### src/rtl/cdc_pkg.sv
// Shared definitions for the read-side FIFO arbiter (cdc_rd_arb).
// Contents:
//   DEF_NREQ, DEF_DW, DEF_BURST_LEN : default parameter values
//   arb_state_t                     : arbiter FSM state encoding (IDLE, SERVE)
package cdc_pkg;

  localparam int unsigned DEF_NREQ      = 3;
  localparam int unsigned DEF_DW        = 32;
  localparam int unsigned DEF_BURST_LEN = 4;

  typedef enum logic [0:0] {
    IDLE  = 1'b0,
    SERVE = 1'b1
  } arb_state_t;

endpackage

### src/rtl/rr_pick.sv
// Round-robin winner selection, purely combinational.
// The search starts at last+1 and wraps at NREQ, so the requester granted
// most recently has the lowest priority.
// Ports:
//   req     : per-requester request level
//   last    : index of the previously granted requester
//   win_oh  : one-hot winner (all zero when no request is active)
//   win_idx : binary index of the winner
//   win_vld : at least one request is active
module rr_pick
  import cdc_pkg::*;
#(
  parameter int unsigned NREQ = DEF_NREQ,
  parameter int unsigned IW   = $clog2(NREQ)
) (
  input  logic [NREQ-1:0] req,
  input  logic [IW-1:0]   last,
  output logic [NREQ-1:0] win_oh,
  output logic [IW-1:0]   win_idx,
  output logic            win_vld
);

  // Scan the candidates in priority order; the first active one wins.
  always_comb begin
    logic [IW-1:0] cand_s;
    logic          hit_s;
    win_oh  = '0;
    win_idx = '0;
    win_vld = 1'b0;
    cand_s  = '0;
    hit_s   = 1'b0;
    for (int unsigned k = 1; k <= NREQ; k++) begin
      cand_s          = IW'((32'(last) + k) % NREQ);
      hit_s           = req[cand_s] & ~win_vld;
      win_oh[cand_s]  = win_oh[cand_s] | hit_s;
      win_idx         = hit_s ? cand_s : win_idx;
      win_vld         = win_vld | hit_s;
    end
  end

endmodule

### src/rtl/cdc_rd_arb.sv
// Read-side arbiter for a dual-clock FIFO: shares one show-ahead FIFO read
// port between NREQ requesters and buffers the popped word in a one-entry
// output register tagged with the owner index.
// Optional feature: define CDC_RD_ARB_BURST_EN to let a grant run for up to
// BURST_LEN pops; otherwise every grant ends after exactly one pop.
// Ports:
//   rclk, rrst     : read clock, synchronous active-high reset
//   rempty, rdata  : FIFO empty flag and show-ahead data
//   rpop           : FIFO pop strobe (combinational)
//   req, rready    : per-requester request level and output acceptance
//   gnt            : registered one-hot grant
//   ovalid, odata, oid : output buffer valid, word and owner index
module cdc_rd_arb
  import cdc_pkg::*;
#(
  parameter int unsigned NREQ      = DEF_NREQ,
  parameter int unsigned DW        = DEF_DW,
  parameter int unsigned BURST_LEN = DEF_BURST_LEN
) (
  input  logic                    rclk,
  input  logic                    rrst,
  input  logic                    rempty,
  input  logic [DW-1:0]           rdata,
  output logic                    rpop,
  input  logic [NREQ-1:0]         req,
  input  logic [NREQ-1:0]         rready,
  output logic [NREQ-1:0]         gnt,
  output logic                    ovalid,
  output logic [DW-1:0]           odata,
  output logic [$clog2(NREQ)-1:0] oid
);

  localparam int unsigned IW = $clog2(NREQ);
  localparam int unsigned BW = $clog2(BURST_LEN + 1);

  arb_state_t      state_r, state_s;
  logic [NREQ-1:0] gnt_r, gnt_s;
  logic [IW-1:0]   last_r, last_s;   // current owner while in SERVE
  logic [BW-1:0]   beat_r, beat_s;
  logic            ovalid_r;
  logic [DW-1:0]   odata_r;
  logic [IW-1:0]   oid_r;

  logic [NREQ-1:0] win_oh_s;
  logic [IW-1:0]   win_idx_s;
  logic            win_vld_s;
  logic            rpop_s;
  logic            own_req_s;
  logic            slot_free_s;
  logic            consume_s;

  rr_pick #(
    .NREQ (NREQ),
    .IW   (IW)
  ) u_rr_pick (
    .req     (req),
    .last    (last_r),
    .win_oh  (win_oh_s),
    .win_idx (win_idx_s),
    .win_vld (win_vld_s)
  );

  // Next-state, grant and pop decode.
  always_comb begin
    own_req_s   = req[last_r];
    // Only the owner of the buffered word can free the slot.
    slot_free_s = ~ovalid_r | rready[oid_r];
    consume_s   = ovalid_r & rready[oid_r];
    rpop_s      = 1'b0;
    state_s     = state_r;
    gnt_s       = gnt_r;
    last_s      = last_r;
    beat_s      = beat_r;
    case (state_r)
      IDLE: begin
        gnt_s = '0;
        if (win_vld_s && !rempty) begin
          state_s = SERVE;
          gnt_s   = win_oh_s;
          last_s  = win_idx_s;
          beat_s  = '0;
        end else begin
          state_s = IDLE;
        end
      end
      SERVE: begin
        rpop_s = own_req_s & ~rempty & slot_free_s & ~rrst;
        if (!own_req_s) begin
          state_s = IDLE;
          gnt_s   = '0;
        end else if (rpop_s) begin
          beat_s = beat_r + BW'(1);
`ifdef CDC_RD_ARB_BURST_EN
          if (beat_s == BW'(BURST_LEN)) begin
            state_s = IDLE;
            gnt_s   = '0;
          end else begin
            state_s = SERVE;
          end
`else
          state_s = IDLE;
          gnt_s   = '0;
`endif
        end else begin
`ifdef CDC_RD_ARB_BURST_EN
          // Once a burst has started, running dry at a point where a pop
          // could otherwise happen ends the burst; before the first pop the
          // grant is held while the FIFO is empty.
          if (rempty && slot_free_s && (beat_r != '0)) begin
            state_s = IDLE;
            gnt_s   = '0;
          end else begin
            state_s = SERVE;
          end
`else
          state_s = SERVE;
`endif
        end
      end
      default: begin
        state_s = IDLE;
        gnt_s   = '0;
      end
    endcase
  end

  // Arbiter state registers.
  always_ff @(posedge rclk) begin
    if (rrst) begin
      state_r <= IDLE;
      gnt_r   <= '0;
      last_r  <= IW'(NREQ - 1);
      beat_r  <= '0;
    end else begin
      state_r <= state_s;
      gnt_r   <= gnt_s;
      last_r  <= last_s;
      beat_r  <= beat_s;
    end
  end

  // One-entry output buffer; a pop refills it in the same edge it is consumed.
  always_ff @(posedge rclk) begin
    if (rrst) begin
      ovalid_r <= 1'b0;
      odata_r  <= '0;
      oid_r    <= '0;
    end else if (rpop_s) begin
      ovalid_r <= 1'b1;
      odata_r  <= rdata;
      oid_r    <= last_r;
    end else if (consume_s) begin
      ovalid_r <= 1'b0;
    end else begin
      ovalid_r <= ovalid_r;
    end
  end

  assign rpop   = rpop_s;
  assign gnt    = gnt_r;
  assign ovalid = ovalid_r;
  assign odata  = odata_r;
  assign oid    = oid_r;

endmodule

### config.mk
export PLATFORM = sky130hd
export DESIGN_NAME = cdc_rd_arb
export DESIGN_NICKNAME = d
export VERILOG_FILES = /design/src/rtl/cdc_pkg.sv /design/src/rtl/rr_pick.sv /design/src/rtl/cdc_rd_arb.sv
export SDC_FILE = /design/constraint.sdc
export NUM_CORES = 1
export LEC_CHECK = 0
export ABC_AREA = 0
export BUFFER_PORTS_ARGS = -buffer_cell sky130_fd_sc_hd__buf_2
export CAP_MARGIN = 25
export CORE_MARGIN = 3
export CORE_UTILIZATION = 46
export DETAILED_ROUTE_END_ITERATION = 8
export PLACE_DENSITY_LB_ADDON = 0.12
export REMOVE_ABC_BUFFERS = 1
export SLEW_MARGIN = 30
export SYNTH_ARGS = -nofsm -noshare
export SYNTH_HDL_FRONTEND = slang
export SYNTH_SLANG_ARGS = --single-unit
export TNS_END_PERCENT = 5
### constraint.sdc
create_clock -name rclk -period 2.5 [get_ports rclk]
set_input_delay 0.5 -clock rclk [delete_from_list [all_inputs] [get_ports rclk]]
set_output_delay 0.5 -clock rclk [all_outputs]
set_load 0.01 [all_outputs]
==> flow_summary.json, run 1 <==
{
  "avgSynthCellArea_sq_um": 9.76,
  "max_cap_violations": 0,
  "core_area_sq_mm": 0.00372,
  "leakage_nw": 1.31,
  "cts_setup_buffers": 0,
  "worstSetupPathType": "reg2out",
  "hold_viol_final": 0,
  "synth_edf_count": 0,
  "p_total_mw": 1.28,
  "placed_area_sq_mm": 0.00222,
  "syn_area_sq_mm": 0.00181,
  "cts_tree": "built",
  "dieArea_sq_mm": 0.00471,
  "hp-class": "in2reg",
  "peakVddDrop_v": 0.000294,
  "die_x_microns": 68.7,
  "path_max_fanout": 4,
  "wl_per_cell_microns": 12.0,
  "ff2ff_setup_slack_ns": 0.46,
  "synthDistinctLibCells": 43,
  "reg2reg_from": "last_r[1]",
  "first_pass_iters": 4,
  "relSlewSlack_pct": 64.3,
  "design_area_sq_mm": 0.00230,
  "hold_path_end": "odata[19]",
  "clock_path_buffers": 2,
  "cts_buffers": 5,
  "num_vias": 1500,
  "grt_pass1_vias": 1339,
  "die_y_microns": 68.7,
  "finish.utilization_pct": 61.9,
  "grt_pass1_wl_microns": 5780,
  "clk_transition_reported_paths_ns": 0.07,
  "pre_cts_slack_ns": 0.481,
  "yosysSeqAreaShare_pct": 45.5,
  "remaining_drc_errors": 0,
  "worstPathArrival_ns": 1.59,
  "routed_wl_microns": 3730,
  "cts_root_buf": "clkbuf_8",
  "ys_seq_elements": 41,
  "num_rows": 22,
  "initialDrtViolationCount": 70,
  "r2r_cells": 6,
  "portBuffers": 79,
  "nets": 304,
  "initial_core_util_pct": 48.6,
  "grt.total_usage_pct": 16.2,
  "tightest_slew_ns": 0.536,
  "min_delay_path_depth": 3,
  "ys.warnings.count": 0,
  "p_per_area_mw_per_mm2": 555,
  "n_antenna_cell": 0,
  "overflow": 0,
  "async_flop_share_pct": 0,
  "worstSetupEndpointType": "primary output",
  "cts.sinks": 41,
  "area_growth_pct": 27.3,
  "finalSetupViolCount": 0,
  "drive_gt1_share_pct": 37.8,
  "clock_latency_ns": 0.28,
  "grt_max_degree": 41,
  "gp_congestion": 0.748,
  "fmax_ghz": 0.480,
  "via_per_inst": 4.84,
  "postCtsHoldBufs": 0,
  "fin_crit_ns": 2.09,
  "fin_ws_ns": 0.415,
  "grt_setup_unrepaired": "no",
  "ctsHtreeMaxLevel": 2,
  "r2r_end": "last_r[0]",
  "synthFlopType": "dfxtp_1",
  "crit_path_start_kind": "register",
  "status": "finished, final reports clean",
  "io_pins": 80,
  "dp_hpwl_microns": 2810,
  "fin_skew_ns": 0.00570,
  "cts_resized": 0,
  "min_from": "rdata[19]",
  "syn-instance-count": 185,
  "cp.required_ns": 2.00,
  "antenna_left": 0,
  "period_share_pct": 83.4,
  "drv_slew": 0,
  "antenna_found_initial": 0
}
## stage by stage
stage                     cells  setup TNS [ns]  hold WS, ns
after global routing        310               0        0.439
after CTS                   310               0        0.439
after detailed placement    302               0        0.455
after global placement      302               0        0.454
after floorplan             171          -19.83        0.498
final                       310               0        0.442
## how the worst max path moves through the flow
stage | from | endpoint | slack (ns)
2_1_floorplan | rready[1] | rpop | -0.74
3_3_place_gp | req[1] | rpop | 0.49
3_5_place_dp | last_r[1] | last_r[0] | 0.48
4_1_cts | oid[1] | rpop | 0.38
5_1_grt | last_r[1] | gnt[0] | 0.23
6_report | oid[1] | rpop | 0.41
## Yosys cell counts, types with 2 or more instances
master    count  area share (%)
nor2_1       38             7.9
a32o_1        2             1.1
inv_2         2            0.42
nor2_2        2            0.69
clkbuf_1      6             1.2
o21ai_0       3            0.83
nand2b_1      2            0.69
mux2i_1      35              19
o211ai_1      2            0.83
a21oi_1       6             1.7
nand2_1       7             1.5
buf_4         2            0.83
buf_6         4             2.5
ha_1          2             1.4
dfxtp_1      41              45
inv_1         4            0.83
## routing by layer
metal  track usage (%)  up-vias  wire [microns]
li1                  -      793               -
met1              20.1      663            1680
met2              26.8       42            1770
met3              5.02        2             271
met4              4.47        0               2
met5                 0        -               0
## critical path, cell delays in order (launching register included)
cell and delay [ns]:
dfxtp_1 0.38, mux2_2 0.38, o221ai_2 0.18, nand4bb_4 0.20
inv_2 0.04, buf_2 0.13
## sequential cells by signal (all words and copies together) (netlist names)
signal and flops:
gnt 3, last_r 2, odata 32, oid 2, ovalid 1, state_r 1
## cell families (layout without fill, tap and decap cells)
group	after synthesis	count (layout)	synth area share [%]
compound gates	26	26	10.7
mux	37	37	20.9
buf+inv	20	97	6.31
simple gates	57	57	14.1
flops	41	41	45.5
fa+ha+maj	4	4	2.56
## layout by cell type (no fill, tap or decap), types with 2 or more instances in the layout
cell type	count
a21oi_1	6
a32o_1	2
buf_2	79
buf_4	4
clkbuf_8	5
clkinv_2	2
dfxtp_1	41
ha_1	2
inv_1	4
inv_2	2
mux2i_1	35
nand2_1	7
nand2b_1	2
nor2_1	38
nor2_2	2
o211ai_1	2
o21ai_0	3
## layout make-up
cell class | count | area [sq um]
Fill cell | 345 | 1420
Timing Repair Buffer | 83 | 425
Multi-Input combinational cell | 124 | 887
Sequential cell | 41 | 821
Inverter | 6 | 22.5
Clock inverter | 2 | 10.0
Tap cell | 48 | 60.1
Clock buffer | 6 | 72.6
## where the power goes
group / internal (mW) / switching [mW]
combinational: 0.0946 / 0.101
sequential: 0.669 / 0.0119
clock: 0.193 / 0.207
No activity file was read; power rests on OpenSTA's default activity.
==> run 2, diff against run 1 <==
CORE_UTILIZATION = 42   (was 46)
clock period = 1.86 ns   (was 2.5 ns; I/O delays follow)
==> run 2 against run 1 <==
  * Clock power is 81% higher
  * Cell count is 4.5% higher
  * Clock-buffer cell count is 1 higher
  * Worst hold slack worse by 0.13 ns
  * Core utilization is 0.37 points lower
  * Die area is 8.7% higher
  * Combinational power is 72% higher
  * Sequential share of layout area is 2.9 points lower
  * First-iteration DRC count is 5.7% lower
  * Cell area is 9.3% higher
  * Critical path depth stayed put
  * Critical path type unchanged
  * Largest cell class unchanged
  * Largest power group unchanged
==> flow_summary.json, run 2 (synthesis results as in run 1) <==
{
  "io_pins": 80,
  "tightest_slew_ns": 0.423,
  "drv_slew": 0,
  "area_growth_pct": 39.2,
  "die_x_microns": 71.6,
  "status": "finished, final reports clean",
  "worstSetupEndpointType": "primary output",
  "gp_congestion": 0.787,
  "period_share_pct": 98.8,
  "clock_path_buffers": 2,
  "antenna_left": 0,
  "cts_root_buf": "clkbuf_8",
  "design_area_sq_mm": 0.00251,
  "finalSetupViolCount": 0,
  "antenna_found_initial": 0,
  "drive_gt1_share_pct": 43.8,
  "ctsHtreeMaxLevel": 2,
  "num_rows": 23,
  "clock_latency_ns": 0.29,
  "p_total_mw": 1.98,
  "hold_viol_final": 0,
  "cpPeakStageDelay_ns": 0.36,
  "cp_cell_sequence": "mux2_4 -> o221ai_4 -> nand4bb_4 -> inv_2 -> buf_6",
  "ff2ff_setup_slack_ns": 0.06,
  "clk_transition_reported_paths_ns": 0.08,
  "grt_pass1_vias": 1388,
  "largest_register_ffs": 32,
  "hp-class": "in2reg",
  "layout_common_cells": "buf_2, dfxtp_1, nor2_1",
  "first_pass_iters": 4,
  "remaining_drc_errors": 0,
  "startpoint": "oid[1]",
  "portBuffers": 79,
  "max_cap_violations": 0,
  "wl_per_cell_microns": 12.7,
  "relSlewSlack_pct": 71.8,
  "final-seq-area_sq_um": 825,
  "fin_skew_ns": 0.00771,
  "leakage_nw": 1.41,
  "cp_slowest_cell": "dfxtp_2",
  "fin_crit_ns": 1.84,
  "initial_core_util_pct": 44.2,
  "grt_setup_unrepaired": "yes",
  "r2r_cells": 6,
  "mostFrequentLayoutCell": "buf_2",
  "grt.total_usage_pct": 16.0,
  "cts_buffers": 5,
  "worstSetupPathType": "reg2out",
  "overflow": 0,
  "num_vias": 1564,
  "routed_wl_microns": 4100,
  "peakVddDrop_v": 0.000507,
  "nets": 316,
  "cts.sinks": 41,
  "grt_max_degree": 41,
  "via_per_inst": 4.83,
  "p_per_area_mw_per_mm2": 788,
  "crit_path_start_kind": "register",
  "initialDrtViolationCount": 66,
  "dieArea_sq_mm": 0.00512,
  "reg2reg_from": "last_r[1]",
  "die_y_microns": 71.6,
  "worstSetupEndpoint": "rpop",
  "n_antenna_cell": 0,
  "core_area_sq_mm": 0.00409,
  "fmax_ghz": 0.544,
  "r2r_end": "last_r[0]",
  "placed_area_sq_mm": 0.00233,
  "path_max_fanout": 4,
  "cts_tree": "built",
  "cp.required_ns": 1.49,
  "grt_pass1_wl_microns": 6510,
  "multi_input_comb_area_sq_um": 927,
  "nFillCells": 347,
  "worstPathArrival_ns": 1.46,
  "tns_ns": 0,
  "dp_hpwl_microns": 2890
}
## run 2: cell count changes in the layout (fill, tap and decap cells not counted), sizes merged
cell,change
clkinv,-2
bufinv,+1
buf,+12
clkbuf,+1
## run 2: repair_timing
action	CTS	global route
pin swaps	2	1
setup buffers	2	0
hold buffers	0	0
resized for setup	4	11
setup endpoints to repair	6	11
## run 2: worst min path at each step
stage	startpoint	end	slack, ns	cells after the start
finish	rdata[15]	odata[15]	0.31	3
global route	rdata[9]	odata[9]	0.31	3
floorplan	rrst	last_r[0]	0.44	1
CTS	rdata[15]	odata[15]	0.31	3
global placement	gnt[1]	gnt[1]	0.45	1
detailed placement	gnt[1]	gnt[1]	0.46	1
## run 2: worst max-delay path, delay by kind of cell, from the launching register on
kind	cells	cell delay [ns]
buffers and inverters	2	0.15
flip-flops	1	0.36
AND/OR/NAND/NOR	1	0.19
multiplexers	1	0.32
AO/OA/AOI/OAI	1	0.15
## run 2: cell type report
class | instances | area share [%]
multi-input combinational | 124 | 36.9
sequential | 41 | 32.8
timing repair buffer | 95 | 22.3
clock buffer | 7 | 3.44
tap | 50 | 2.49
clock inverter | 1 | 1.20
inverter | 6 | 0.896
## run 2: metal layers
layer  global-route usage [%]  share of wire [%]  vias up
met2                     23.9                 42       72
met5                        0                  0        -
li1                         -                  -      818
met3                     4.91                8.7        7
met1                     22.0                 48      667
met4                     5.22                1.5        0
## run 2: metrics by stage
stage               hold slack (ns)  worst slack (ns)  utilization [%]  instances
finish                        0.313            0.0232             61.5        324
global route                  0.313           -0.0624             61.5        324
CTS                           0.307           0.00844             60.5        324
detailed placement            0.457           0.00287             57.0        314
global placement              0.450            0.0444             57.0        314
floorplan                     0.438             -1.14                -        171
## run 2: where the power goes
group          total, mW  internal (mW)  switching, mW  leakage [nW]
Combinational      0.337          0.173          0.164          1.02
Sequential         0.916          0.900         0.0156         0.332
Clock              0.726          0.437          0.289        0.0585
==> run 3, diff against run 2 <==
RECOVER_POWER = 100   (was unset)
==> run 3 against run 2 <==
  * Sequential power barely moved
  * First-iteration DRC count shrank 15%
  * Clock-buffer cell count stayed put
  * Total power about the same
  * Global-route usage is the same
  * Register-to-register slack about the same
  * Clock power hardly changed
  * Critical endpoint unchanged
  * Flip-flop and latch count unchanged
  * Sequential share of layout area increased by 0.62 points
  * Worst hold slack worse by 0.0018 ns
  * Critical path type unchanged
  * Largest power group unchanged
  * Cell count unchanged
==> flow_summary.json, run 3 (synthesis results as in run 1) <==
{
  "status": "finished, final reports clean",
  "hold_ws_ns": 0.312,
  "p_switching_mw": 0.472,
  "initialDrtViolationCount": 56,
  "clk_transition_reported_paths_ns": 0.08,
  "first_pass_iters": 4,
  "remaining_drc_errors": 0,
  "seqPwrFrac_pct": 46.3,
  "worstPathArrival_ns": 1.46,
  "routed_wl_microns": 4150,
  "drive_gt1_share_pct": 30.3,
  "pre_cts_slack_ns": 0.00287,
  "fmax_ghz": 0.545,
  "antenna_left": 0,
  "nets": 316,
  "io_pins": 80,
  "wl_per_cell_microns": 12.8,
  "die_y_microns": 71.6,
  "relSlewSlack_pct": 71.6,
  "worstSetupPathType": "reg2out",
  "finalSetupViolCount": 0,
  "drv_slew": 0,
  "die_x_microns": 71.6,
  "min_from": "rdata[15]",
  "pwr-share-clk_pct": 36.8,
  "startpoint": "oid[1]",
  "hold_viol_final": 0,
  "layout_common_cells": "buf_2, clkbuf_1, dfxtp_1",
  "fin_crit_ns": 1.84,
  "tightest_slew_ns": 0.427,
  "area_growth_pct": 36.6,
  "dieArea_sq_mm": 0.00512,
  "fin_skew_ns": 0.00720,
  "p_int_mw": 1.51,
  "combPwrFrac_pct": 16.9,
  "reg2reg_from": "last_r[1]",
  "cpPeakStageDelay_ns": 0.36,
  "mostFrequentLayoutCell": "buf_2",
  "grt.total_usage_pct": 16.0,
  "cts.sinks": 41,
  "placed_area_sq_mm": 0.00233,
  "crit_path_start_kind": "register",
  "portBuffers": 79,
  "cp.required_ns": 1.49,
  "cts_tree": "built",
  "num_rows": 23,
  "cts_root_buf": "clkbuf_8",
  "path_max_fanout": 4,
  "design_area_sq_mm": 0.00247,
  "gp_congestion": 0.787,
  "p_total_mw": 1.98,
  "grt_pass1_vias": 1388,
  "period_share_pct": 98.7,
  "antenna_found_initial": 0,
  "cp_cell_sequence": "mux2_4 -> o221ai_4 -> nand4bb_4 -> inv_2 -> buf_6",
  "p_per_area_mw_per_mm2": 802,
  "tns_ns": 0,
  "overflow": 0,
  "dp_hpwl_microns": 2890,
  "cp_slowest_cell": "dfxtp_2",
  "cts_buffers": 5,
  "initial_core_util_pct": 44.2,
  "num_vias": 1549,
  "leakage_nw": 1.25,
  "hp-class": "in2reg",
  "fin_ws_ns": 0.0241,
  "grt_setup_unrepaired": "yes",
  "clock_latency_ns": 0.29,
  "grt_pass1_wl_microns": 6510,
  "nFillCells": 361,
  "n_antenna_cell": 0,
  "via_per_inst": 4.78,
  "worstSetupEndpointType": "primary output",
  "ctsHtreeMaxLevel": 2,
  "core_area_sq_mm": 0.00409,
  "peakVddDrop_v": 0.000523,
  "max_cap_violations": 0,
  "grt_max_degree": 41,
  "clock_path_buffers": 2,
  "largest_register_ffs": 32,
  "p_sw_share_pct": 23.8
}
[run 3: final timing paths]
check | end | slack, ns | depth (start not counted)
setup / recovery | rpop | 0.02 | 5
hold / removal | odata[15] | 0.31 | 3
setup reg to reg | last_r[0] | 0.06 | 6
hold reg to reg | gnt[1] | 0.47 | 1
[run 3: area by class of cell]
| cell class | instances | area (sq um) | area share (%) |
|---|---|---|---|
| inverter | 6 | 22.5 | 0.913 |
| timing repair buffer | 95 | 513 | 20.8 |
| clock buffer | 7 | 86.3 | 3.50 |
| multi-input combinational | 124 | 927 | 37.6 |
| sequential | 41 | 825 | 33.4 |
| clock inverter | 1 | 30.0 | 1.22 |
| tap | 50 | 62.6 | 2.54 |
[run 3: critical path: cells and delay by family, from the launching register on]
kind	cells	cell delay, ns
compound gates	1	0.15
flops	1	0.36
buf+inv	2	0.15
mux	1	0.32
simple gates	1	0.19
[run 3: power groups by stage]
stage | logic [mW] | clock network, mW | registers [mW]
5_1_grt | 0.368 | 0.797 | 0.920
3_5_place_dp | 0.308 | 0 | 0.935
4_1_cts | 0.316 | 0.748 | 0.915
2_1_floorplan | 0.153 | 0 | 0.940
3_3_place_gp | 0.311 | 0 | 0.934
6_report | 0.334 | 0.729 | 0.916
[run 3: routing by layer]
| layer | vias to the layer above | GRT usage, % | wire length (microns) |
|---|---|---|---|
| li1 | 815 | - | - |
| met1 | 660 | 22.0 | 1950 |
| met2 | 67 | 23.9 | 1760 |
| met3 | 7 | 4.91 | 386 |
| met4 | 0 | 5.22 | 62 |
| met5 | - | 0 | 0 |
[run 3: through the flow]
stage | util (%) | std cells
2_1_floorplan | - | 171
6_report | 60.3 | 324
4_1_cts | 60.5 | 324
5_1_grt | 60.3 | 324
3_5_place_dp | 57.0 | 314
3_3_place_gp | 57.0 | 314
[run 3: timing repair]
item,4_1_cts,5_1_grt
resized for setup,4,11
pin swaps,2,1
hold buffers,0,0
setup buffers,2,0
setup endpoints to repair,6,11
